[src/rtl/aes128_key_sched_ctrl.sv]
// AES-128 round-key scheduler: drives the key-expansion unit through rounds 1..10 and
// serves RK0..RK10 from an internal buffer. Define AES_KEYSCHED_ZEROIZE_EN to add the zeroize wipe input.
module aes128_key_sched_ctrl (
  input  logic         clk,
  input  logic         g_rst,
  input  logic         key_load,
  input  logic [127:0] key_in,
  output logic         busy,
  output logic         keys_ready,
  output logic         kx_enable,
  output logic [3:0]   kx_round,
  output logic [127:0] kx_key_in,
  input  logic [127:0] kx_key_out,
  input  logic         rk_rd,
  input  logic [3:0]   rk_addr,
  output logic [127:0] rk_data,
  output logic         rk_valid,
  output logic         rk_err
`ifdef AES_KEYSCHED_ZEROIZE_EN
  ,
  input  logic         zeroize
`endif
);

  typedef enum logic [1:0] {
    ST_IDLE   = 2'd0,
    ST_EXPAND = 2'd1,
    ST_READY  = 2'd2
  } state_e;

  state_e        state_q, state_d;
  logic [3:0]    rnd_q, rnd_d;
  logic          busy_q, busy_d;
  logic          keys_ready_q, keys_ready_d;
  logic [127:0]  buf_q [11];
  logic [127:0]  buf_d [11];
  logic [127:0]  rk_data_q, rk_data_d;
  logic          rk_valid_q, rk_valid_d;
  logic          rk_err_q, rk_err_d;
  logic          zeroize_s;

`ifdef AES_KEYSCHED_ZEROIZE_EN
  assign zeroize_s = zeroize;
`else
  assign zeroize_s = 1'b0;
`endif

  // Next-state, buffer-write and read-port logic
  always_comb begin
    state_d      = state_q;
    rnd_d        = rnd_q;
    busy_d       = busy_q;
    keys_ready_d = keys_ready_q;
    buf_d        = buf_q;
    rk_data_d    = rk_data_q;
    rk_valid_d   = 1'b0;
    rk_err_d     = 1'b0;

    if (zeroize_s) begin
      // Wipe wins over everything, including a read issued in the same cycle
      for (int i = 0; i < 11; i++) begin
        buf_d[i] = 128'd0;
      end
      state_d      = ST_IDLE;
      rnd_d        = 4'd0;
      busy_d       = 1'b0;
      keys_ready_d = 1'b0;
    end else begin
      case (state_q)
        ST_IDLE, ST_READY: begin
          if (key_load) begin
            buf_d[0]     = key_in;
            rnd_d        = 4'd1;
            state_d      = ST_EXPAND;
            busy_d       = 1'b1;
            keys_ready_d = 1'b0;
          end else begin
            state_d = state_q;
          end
        end
        ST_EXPAND: begin
          if (rnd_q == 4'd11) begin
            buf_d[10]    = kx_key_out;
            state_d      = ST_READY;
            busy_d       = 1'b0;
            keys_ready_d = 1'b1;
            rnd_d        = 4'd0;
          end else if ((rnd_q >= 4'd1) && (rnd_q <= 4'd10)) begin
            // Expansion result lags one cycle, so round r stores RK(r-1)
            if (rnd_q >= 4'd2) begin
              buf_d[rnd_q - 4'd1] = kx_key_out;
            end else begin
              buf_d[0] = buf_q[0];
            end
            rnd_d = rnd_q + 4'd1;
          end else begin
            state_d      = ST_IDLE;
            busy_d       = 1'b0;
            keys_ready_d = 1'b0;
            rnd_d        = 4'd0;
          end
        end
        default: begin
          state_d      = ST_IDLE;
          busy_d       = 1'b0;
          keys_ready_d = 1'b0;
          rnd_d        = 4'd0;
        end
      endcase

      if (rk_rd) begin
        if ((state_q == ST_READY) && (rk_addr <= 4'd10)) begin
          rk_data_d  = buf_q[rk_addr];
          rk_valid_d = 1'b1;
        end else begin
          rk_data_d = 128'd0;
          rk_err_d  = 1'b1;
        end
      end else begin
        rk_data_d = rk_data_q;
      end
    end
  end

  // State and output registers
  always_ff @(posedge clk or posedge g_rst) begin
    if (g_rst) begin
      state_q      <= ST_IDLE;
      rnd_q        <= 4'd0;
      busy_q       <= 1'b0;
      keys_ready_q <= 1'b0;
      rk_data_q    <= 128'd0;
      rk_valid_q   <= 1'b0;
      rk_err_q     <= 1'b0;
      for (int i = 0; i < 11; i++) begin
        buf_q[i] <= 128'd0;
      end
    end else begin
      state_q      <= state_d;
      rnd_q        <= rnd_d;
      busy_q       <= busy_d;
      keys_ready_q <= keys_ready_d;
      rk_data_q    <= rk_data_d;
      rk_valid_q   <= rk_valid_d;
      rk_err_q     <= rk_err_d;
      for (int i = 0; i < 11; i++) begin
        buf_q[i] <= buf_d[i];
      end
    end
  end

  // Expansion-unit controls decode from state and round only, never from key_load
  always_comb begin
    kx_enable = 1'b0;
    kx_round  = 4'd0;
    kx_key_in = kx_key_out;
    if ((state_q == ST_EXPAND) && (rnd_q >= 4'd1) && (rnd_q <= 4'd10)) begin
      kx_enable = 1'b1;
      kx_round  = rnd_q;
      if (rnd_q == 4'd1) begin
        kx_key_in = buf_q[0];
      end else begin
        kx_key_in = kx_key_out;
      end
    end else begin
      kx_enable = 1'b0;
    end
  end

  assign busy       = busy_q;
  assign keys_ready = keys_ready_q;
  assign rk_data    = rk_data_q;
  assign rk_valid   = rk_valid_q;
  assign rk_err     = rk_err_q;

endmodule

[config.mk]
export PLATFORM = sky130hd
export DESIGN_NAME = aes128_key_sched_ctrl
export DESIGN_NICKNAME = d
export VERILOG_FILES = /design/src/rtl/aes128_key_sched_ctrl.sv
export SDC_FILE = /design/constraint.sdc
export NUM_CORES = 2
export LEC_CHECK = 0
export CORE_MARGIN = 10
export CORE_UTILIZATION = 60
export DETAILED_ROUTE_END_ITERATION = 8
export GPL_ROUTABILITY_DRIVEN = 0
export GPL_TIMING_DRIVEN = 1
export PLACE_DENSITY = 0.8
export SLEW_MARGIN = 25
export SYNTH_ARGS = -nofsm -noshare
export SYNTH_HDL_FRONTEND = slang
export SYNTH_SLANG_ARGS = --single-unit
export TNS_END_PERCENT = 20
[constraint.sdc]
create_clock -name clk -period 121.4 [get_ports clk]
set_input_delay 12.14 -clock clk [delete_from_list [all_inputs] [get_ports clk]]
set_output_delay 12.14 -clock clk [all_outputs]
set_load 0.03 [all_outputs]
==> metrics.txt <==
outcome=finished clean; Post-Syn Area per Cell=14.4 um^2; FF-to-FF End=buf_q[681]; Slew Limit Fails=0; Max-Cap Viols=0; Post-synth EDFFs=0; num rows=126; clk sinks=1545; mux contribution to synthesized area=33.8%; nets=5521; WHS Path Cells=1; vias in the first global route=47.4k; worst path arrival time=13.97 ns; number of cells on the worst reg-to-reg path=8; Avg Vias per Cell=6.40; r2r startpoint=rnd_q[1]; Detail Placement HPWL=110000 um; vias=44.2k; CTS Root Buffer Type=clkbuf_16; RSZ-0062 raised after global routing=no; final worst-path cycle share=21.5%; Power, Total=0.00198 W; filler instances=7907; Resize count post-CTS=0; CP startpoint kind=input pin; post-route minimum period=26.12 ns; critical-path maximum fanout=12; hold slack=0.488 ns; area share of the largest cell type after synthesis=54.0%; Avg WL per Cell=27.2 um; R2R Setup Slk=116.55 ns; Synth Area in Adders=0.122%; P per Cell Area=23.9 nW/um^2; critical path class=input pin to output port; Post-CTS Setup Bufs=0; Remaining Overflow, GRT=0; Iteration-0 DRC Markers=3416; largest area contributor in the netlist=dfrtp_1; clk_lat worst skew=0.77 ns; Slew @ Worst Pin=1.07 ns; Min-Delay Endpoint=buf_q[269]; Compound-Gate Fraction of Synth Area=5.48%; P&R area growth vs syn=15.3%; total clock buffers created by CTS=158; Clock transition at path regs=0.05 ns; DRC=0; Top Ports=529; Core ar.=118000 um^2; post-synthesis sequential area ratio=54.0%; CTS Hold Bufs=0; Fmax=38.3 MHz; Final Cell Area=82600 um^2; layout cell share with drive strength beyond 1=39.0%; GRT Total Usage=28.0%; Post-Synth Simple-Gate Area=2.88%; setup TNS=0 ns; Primary FF master, synth=dfrtp_1; largest net degree at the start of global routing=187; combinational family with the most area after synthesis=multiplexers; Peak supply drop=0.0000180 V; CTS tree=done; dpl cells=6625; Die X-Extent=365 um; Yosys Warn Count=0; XOR/XNOR share of the synthesized area=0%; number of library cell types mapped by synthesis=40; final setup vio count=0; Mapped Area=71600 um^2; first-pass GRT wire length=289000 um; Async S/R FF share, synth=100%; Initial Utilization=60.6%; FF+latch count, synth=1545; Clock Skew=0.0313 ns; # port buffers=528; Clock Path Buffers=3; DRT Pass-1 Iters=5; Lkg Pwr=36.3 nW; non-filler instance count after layout=6908; Cell Area, Placed=77100 um^2; Synth area leaders=dfrtp_1, mux2_2, mux4_2; Rel. slew slack=28.5%; die area=134000 um^2; Worst Setup End Kind=output port; Crit path required time=109.26 ns; Synth Instances=4979; initial antenna violation count=5; Final Hold Fails=0; die height=365 um; syn_nets=5250; H-tree depth=4; Final Routed Wirelength=188000 um; post-route ant nets=0; Hold Crit Start=buf_q[269]; Hold Path Class=flop to flop
kinds of logic after synthesis:
logic type                 Yosys count
muxes                             1909
and+or+nand+nor                    444
adders and majority gates            7
buffers and inverters              523
AOI/OAI and AO/OA                  551
DFF                               1545
per-stage QoR:
step	utilization (%)	worst slack, ns
after floorplan	-	65.67
after global placement	65.1	95.37
after detailed placement	65.2	95.32
after CTS	69.8	95.33
after global routing	69.8	95.17
final	69.8	95.29
cell usage in the layout (no fill, tap or decap), drive strengths merged, types with 127 or more instances in the layout:
master	instances
a21oi	261
a221o	127
clkbuf	234
clkdlybuf4s50	524
dfrtp	1545
mux2	1507
mux2i	146
mux4	256
nor2	261
nor2b	134
power breakdown:
group / total (W) / internal (W) / switching [W]
Combinational: 0.000624 / 0.000355 / 0.000270
Sequential: 0.000850 / 0.000733 / 0.000118
Clock: 0.000501 / 0.000298 / 0.000203
Total: 0.00198 / 0.00139 / 0.000590
how the worst max path moves through the flow:
stage | startpoint | end | slack, ns
after detailed placement | kx_key_out[118] | kx_key_in[118] | 95.32
after floorplan | g_rst | buf_q[0] | 65.67
final | kx_key_out[118] | kx_key_in[118] | 95.29
after CTS | kx_key_out[118] | kx_key_in[118] | 95.33
after global routing | kx_key_out[118] | kx_key_in[118] | 95.17
after global placement | kx_key_out[118] | kx_key_in[118] | 95.37
cells in the mapped netlist, types with 35 or more instances:
cell,instances
buf_6,61
mux4_2,256
buf_4,35
a22o_1,115
mux2_2,1476
nor2b_1,134
a221o_1,127
buf_2,96
clkbuf_1,281
dfrtp_1,1545
a21oi_1,261
nor2_1,261
mux2i_1,146
sequential cells by signal (all words and copies together), names as in the netlist:
signal    count
rk_data     128
rk_valid      1
busy          1
buf_q      1408
rk_err        1
state_q       2
rnd_q         4
metal layers:
metal | GRT usage [%] | vias to the layer above | share of wire (%)
met5 | 0 | - | 0.0059
met4 | 8.49 | 2 | 2.5
met3 | 5.29 | 273 | 6.8
met2 | 45.8 | 1412 | 49
met1 | 38.2 | 23722 | 42
li1 | - | 18830 | -
critical path, cell delays in order:
cell and delay, ns:
clkdlybuf4s50_1 0.71, nand2_1 0.08, o21ai_0 0.12, clkdlybuf4s50_1 0.91
area by class of cell:
cell class	count	area [um^2]	area share [%]
flip-flops and latches	1545	38700	46.8
multi-input cells	2911	30400	36.9
repair buffers	612	6050	7.32
clock buffers	234	4830	5.85
well taps	1536	1920	2.33
clock inverters	44	574	0.696
inverters	22	90.1	0.109
diodes	4	10.0	0.0121
(Power assumes the default switching activity.)
